File: src/rtl/serial_arith_pkg.sv
// ----------------------------------------------------------------------------
// serial_arith_pkg
// Shared definitions for the bit-serial arithmetic units (serial subtractor
// now, serial adder later). Holds the control state encoding so every serial
// unit decodes its handshake outputs from the same values.
// ----------------------------------------------------------------------------
package serial_arith_pkg;

  // Control states of a serial arithmetic unit.
  typedef enum logic [1:0] {
    ST_IDLE  = 2'd0,
    ST_SHIFT = 2'd1,
    ST_DONE  = 2'd2
  } state_e;

endpackage : serial_arith_pkg

File: src/rtl/full_subtractor.sv
// ----------------------------------------------------------------------------
// full_subtractor
// One-bit full subtractor: computes x - y - bin.
// Ports:
//   x    in   minuend bit
//   y    in   subtrahend bit
//   bin  in   borrow in
//   diff out  difference bit
//   bout out  borrow out (1 when x < y + bin)
// Purely combinational.
// ----------------------------------------------------------------------------
module full_subtractor (
  input  logic x,
  input  logic y,
  input  logic bin,
  output logic diff,
  output logic bout
);

  assign diff = x ^ y ^ bin;
  // Borrow when y is set and x is clear, or when x == y and a borrow ripples in.
  assign bout = (~x & y) | (~(x ^ y) & bin);

endmodule : full_subtractor

File: src/rtl/serial_subtractor.sv
// ----------------------------------------------------------------------------
// serial_subtractor
// Bit-serial subtractor: d = a - b - bi (mod 2^WIDTH), processed LSB first
// over WIDTH clock cycles through a single full-subtractor cell.
// Ports:
//   clk    in   rising-edge clock
//   rst    in   synchronous, active-high reset
//   start  in   request, sampled only while ready = 1
//   a      in   minuend, captured on the accepted start edge
//   b      in   subtrahend, captured on the accepted start edge
//   bi     in   borrow in, captured on the accepted start edge
//   ready  out  high in IDLE
//   busy   out  high in SHIFT
//   done   out  one-cycle pulse; d/bo valid from this cycle
//   d      out  difference, held until the next completion or reset
//   bo     out  borrow out (1 when a < b + bi)
// All outputs come from registers or from the state register alone.
// ----------------------------------------------------------------------------
module serial_subtractor #(
  parameter int WIDTH = 4  // legal range 2..16
) (
  input  logic             clk,
  input  logic             rst,
  input  logic             start,
  input  logic [WIDTH-1:0] a,
  input  logic [WIDTH-1:0] b,
  input  logic             bi,
  output logic             ready,
  output logic             busy,
  output logic             done,
  output logic [WIDTH-1:0] d,
  output logic             bo
);

  import serial_arith_pkg::*;

  localparam int              CNT_W    = $clog2(WIDTH);
  localparam logic [CNT_W-1:0] CNT_LAST = CNT_W'(WIDTH - 1);

  state_e             state_q, state_d;
  logic [WIDTH-1:0]   sa_q,  sa_d;    // minuend shift register
  logic [WIDTH-1:0]   sb_q,  sb_d;    // subtrahend shift register
  logic               br_q,  br_d;    // running borrow
  logic [CNT_W-1:0]   cnt_q, cnt_d;   // bit index of the current step
  logic [WIDTH-1:0]   res_q, res_d;   // partial difference, filled from the MSB
  logic [WIDTH-1:0]   d_q,   d_d;
  logic               bo_q,  bo_d;

  logic               fs_diff;
  logic               fs_bout;

  full_subtractor u_fs (
    .x    (sa_q[0]),
    .y    (sb_q[0]),
    .bin  (br_q),
    .diff (fs_diff),
    .bout (fs_bout)
  );

  always_comb begin
    // NOTE: every next-state signal gets a hold default before the case so
    // that no path leaves it unassigned, which would otherwise infer a latch.
    state_d = state_q;
    sa_d    = sa_q;
    sb_d    = sb_q;
    br_d    = br_q;
    cnt_d   = cnt_q;
    res_d   = res_q;
    d_d     = d_q;
    bo_d    = bo_q;

    unique case (state_q)
      ST_IDLE: begin
        if (start) begin
          sa_d    = a;
          sb_d    = b;
          br_d    = bi;
          cnt_d   = '0;
          state_d = ST_SHIFT;
        end
      end

      ST_SHIFT: begin
        // After WIDTH steps the first difference bit has reached bit 0.
        sa_d  = sa_q >> 1;
        sb_d  = sb_q >> 1;
        br_d  = fs_bout;
        res_d = {fs_diff, res_q[WIDTH-1:1]};
        cnt_d = cnt_q + CNT_W'(1);
        if (cnt_q == CNT_LAST) begin
          d_d     = {fs_diff, res_q[WIDTH-1:1]};
          bo_d    = fs_bout;
          state_d = ST_DONE;
        end
      end

      ST_DONE: begin
        state_d = ST_IDLE;
      end

      default: begin
        state_d = ST_IDLE;
      end
    endcase
  end

  always_ff @(posedge clk) begin
    // NOTE: state registers use non-blocking assignments so every register
    // samples the pre-edge values, independent of statement order.
    if (rst) begin
      state_q <= ST_IDLE;
      sa_q    <= '0;
      sb_q    <= '0;
      br_q    <= 1'b0;
      cnt_q   <= '0;
      res_q   <= '0;
      d_q     <= '0;
      bo_q    <= 1'b0;
    end else begin
      state_q <= state_d;
      sa_q    <= sa_d;
      sb_q    <= sb_d;
      br_q    <= br_d;
      cnt_q   <= cnt_d;
      res_q   <= res_d;
      d_q     <= d_d;
      bo_q    <= bo_d;
    end
  end

  assign ready = (state_q == ST_IDLE);
  assign busy  = (state_q == ST_SHIFT);
  assign done  = (state_q == ST_DONE);
  assign d     = d_q;
  assign bo    = bo_q;

endmodule : serial_subtractor
File: config.mk
export PLATFORM = sky130hd
export DESIGN_NAME = serial_subtractor
export DESIGN_NICKNAME = d
export VERILOG_FILES = /design/src/rtl/serial_arith_pkg.sv /design/src/rtl/full_subtractor.sv /design/src/rtl/serial_subtractor.sv
export SDC_FILE = /design/constraint.sdc
export NUM_CORES = 1
export LEC_CHECK = 0
export CAP_MARGIN = 10
export CORE_MARGIN = 2
export CORE_UTILIZATION = 51
export DETAILED_ROUTE_END_ITERATION = 8
export PLACE_DENSITY = 0.79
export SYNTH_ARGS = -nofsm -noshare
export SYNTH_HDL_FRONTEND = slang
export SYNTH_SLANG_ARGS = --single-unit
File: constraint.sdc
create_clock -name clk -period 2.1 [get_ports clk]
set_clock_uncertainty 0.1 [all_clocks]
set_input_delay 0.21 -clock clk [delete_from_list [all_inputs] [get_ports clk]]
set_output_delay 0.21 -clock clk [all_outputs]
set_load 0.02 [all_outputs]
==> results.json <==
{
  "die_height_um": 46.2,
  "ff2ff_setup_slack_ns": 0.64,
  "numCtsBuffers": 3,
  "row_count": 15,
  "rr_startpoint": "state_q[0]",
  "fin_crit_sh_pct": 89.4,
  "drt_iter0_markers": 9,
  "wl_met1_um": 862,
  "ys_warn_count": 0,
  "r2r_cells": 4,
  "synth_cells": 91,
  "drt-wirelength-per-cell_um": 12.5,
  "wl_met3_um": 40,
  "tightestPinTransition_ns": 0.352,
  "holdCritPathClass": "flip-flop to flip-flop",
  "layout_min_cycle_time_ns": 1.88,
  "combPwrFrac_pct": 17.5,
  "seq_power_share_pct": 57.2,
  "synth_nets": 105,
  "clkTransAtPathRegs_ns": 0.12,
  "nNetsFinal": 127,
  "status": "complete, no violations",
  "grt_max_degree": 22,
  "cts_setup_buffers": 0,
  "antennaDiodeCount": 0,
  "ctsRootBufferMaster": "clkbuf_4",
  "postRouteAntennaNets": 0,
  "end_kind": "output port",
  "crit_cells": 3,
  "setup_viol": 0,
  "path_max_fanout": 7,
  "track_usage_pct": 18.6,
  "endpoint": "done",
  "cts_resized": 0,
  "peakVddDrop_mv": 0.477,
  "overflow": 0,
  "path_buf_inv": 2,
  "highest_layer": "met4",
  "dp_hpwl_mm": 1.29,
  "cp-start-kind": "flip-flop",
  "grt_pass1_vias": 647,
  "vias_per_cell": 5.11,
  "power.share.switching_pct": 26.4,
  "p_clk_share_pct": 25.3,
  "drive_gt1_share_pct": 14.3,
  "p_per_area_nw_per_um2": 661,
  "holdWs_ns": 0.362,
  "mostFrequentLayoutCells": "dfxtp_1 (20), clkdlybuf4s50_1 (19), nor2_1 (18)",
  "cp.arrival_ns": 1.57,
  "cts_buffer_depth": 2,
  "fmax_mhz": 533,
  "die_area_um2": 2130,
  "cts.sinks": 21,
  "antenna_found_initial": 0,
  "start_util_pct": 53.1,
  "critPathKind": "flip-flop to output port",
  "dr.pass1.iters": 4,
  "syn_area_um2": 907,
  "internal_power_uw": 558,
  "timing.rr.end": "br_q",
  "fillers": 150,
  "dr_wl_met2_um": 804,
  "vias": 700,
  "h-tree-depth": 1,
  "crit_start": "state_q[1]",
  "pre_cts_ws_ns": 0.402,
  "max_cap_viol_count": 0,
  "syn2layout_area_growth_pct": 26.3,
  "cp_top_family": "buffers and inverters",
  "fin_total_pwr_uw": 757,
  "drt-total-wl_mm": 1.72,
  "worstPathRequired_ns": 1.79,
  "ys_seq_area_share_pct": 46.3,
  "coreArea_um2": 1710,
  "power_leakage_uw": 0.000415,
  "cpPeakStageDelay_ns": 0.60,
  "dieWidth_um": 46.2,
  "final_common_cell": "dfxtp_1",
  "worstSkewPairLatency_ns": 0.30,
  "cts_tree": "yes",
  "tns_ns": 0,
  "finalWeightedCongestion": 0.779,
  "grt_pass1_wl_mm": 2.82,
  "avgSynthCellArea_um2": 9.97,
  "crit_path_top_delay_cell": "clkdlybuf4s50_1",
  "io_pins": 20,
  "cts_hold_buf": 0,
  "ys_ff_latch": 21,
  "max_slew_margin_pct": 76.6,
  "crit_chain": "inv_1, nor2_1, clkdlybuf4s50_1",
  "switchingPower_uw": 200,
  "ys_types": 27,
  "slew_violations": 0,
  "io_buffer_count": 19,
  "drc": 0,
  "hold_violations": 0,
  "rsz0062_at_grt": "false",
  "fin_ws_ns": 0.223
}
cells in the mapped netlist:
library cell,count,area share [%]
dfxtp_1,21,46
nor2_1,18,7.4
a211oi_1,6,5.0
a21oi_1,5,2.8
nand2_1,4,1.7
nand3_1,4,2.2
o22ai_1,4,2.8
clkbuf_1,3,1.2
inv_1,3,1.2
mux2i_1,3,3.3
a32oi_1,2,1.9
buf_6,2,2.5
o2bb2ai_1,2,1.9
a2111oi_4,1,3.0
a211oi_2,1,1.4
a221oi_2,1,1.7
a22oi_1,1,0.83
a311oi_1,1,0.97
fa_1,1,2.2
ha_1,1,1.4
inv_2,1,0.41
nand2b_1,1,0.69
nand3b_1,1,0.83
nor2b_4,1,1.5
nor3_4,1,1.8
o21ba_4,1,1.8
o21bai_2,1,1.2
layer usage:
layer	vias to the layer above	GRT usage (%)
li1	372	-
met1	319	25.4
met2	7	29.2
met3	2	3.53
met4	0	6.86
met5	-	0
cell type report:
| type | instances | area (um2) | share of cell area [%] |
|---|---|---|---|
| multi-input cells | 61 | 438 | 38.2 |
| well taps | 25 | 31.3 | 2.73 |
| inverters | 4 | 15.0 | 1.31 |
| clock buffers | 3 | 22.5 | 1.97 |
| repair buffers | 22 | 213 | 18.6 |
| flip-flops and latches | 21 | 422 | 36.8 |
| clock inverters | 1 | 5.00 | 0.437 |
registers in the layout (all words and copies together) (netlist names):
name	flops
d	4
sa_q	4
sb_q	4
res_q	3
cnt_q	2
state_q	2
bo	1
br_q	1
through the flow:
| stage | util (%) | instances | cell area, um2 |
|---|---|---|---|
| 2_1_floorplan | - | 91 | 907 |
| 3_3_place_gp | 65.4 | 133 | 1120 |
| 5_1_grt | 67.1 | 137 | 1150 |
| 6_report | 67.1 | 137 | 1150 |
| 3_5_place_dp | 65.4 | 133 | 1120 |
| 4_1_cts | 67.0 | 137 | 1140 |
power groups by stage:
stage	Combinational [uW]	Clock [uW]	Sequential, uW
4_1_cts	133	201	434
5_1_grt	146	220	437
3_5_place_dp	133	0	442
2_1_floorplan	90.2	0	439
6_report	132	192	433
3_3_place_gp	130	0	442
worst min-delay path by stage:
| stage | startpoint | endpoint | cells past startpoint |
|---|---|---|---|
| 6_report | d[0] | d[0] | 2 |
| 5_1_grt | d[1] | d[1] | 2 |
| 4_1_cts | d[0] | d[0] | 2 |
| 3_5_place_dp | d[0] | d[0] | 2 |
| 3_3_place_gp | d[1] | d[1] | 2 |
| 2_1_floorplan | rst | br_q | 1 |
worst reg2reg max path, cell delays in order (launching register included):
cell,delay (ns)
dfxtp_1,0.38
buf_4,0.19
o21bai_2,0.33
nor3_4,0.07
a2111oi_4,0.32
cells by family after synthesis:
| group | share of synthesized area (%) |
|---|---|
| AOI/OAI and AO/OA | 25.2 |
| adders and majority gates | 3.59 |
| buffers and inverters | 5.38 |
| DFF | 46.3 |
| muxes | 3.31 |
| and+or+nand+nor | 16.1 |
(Power assumes the default switching activity.)
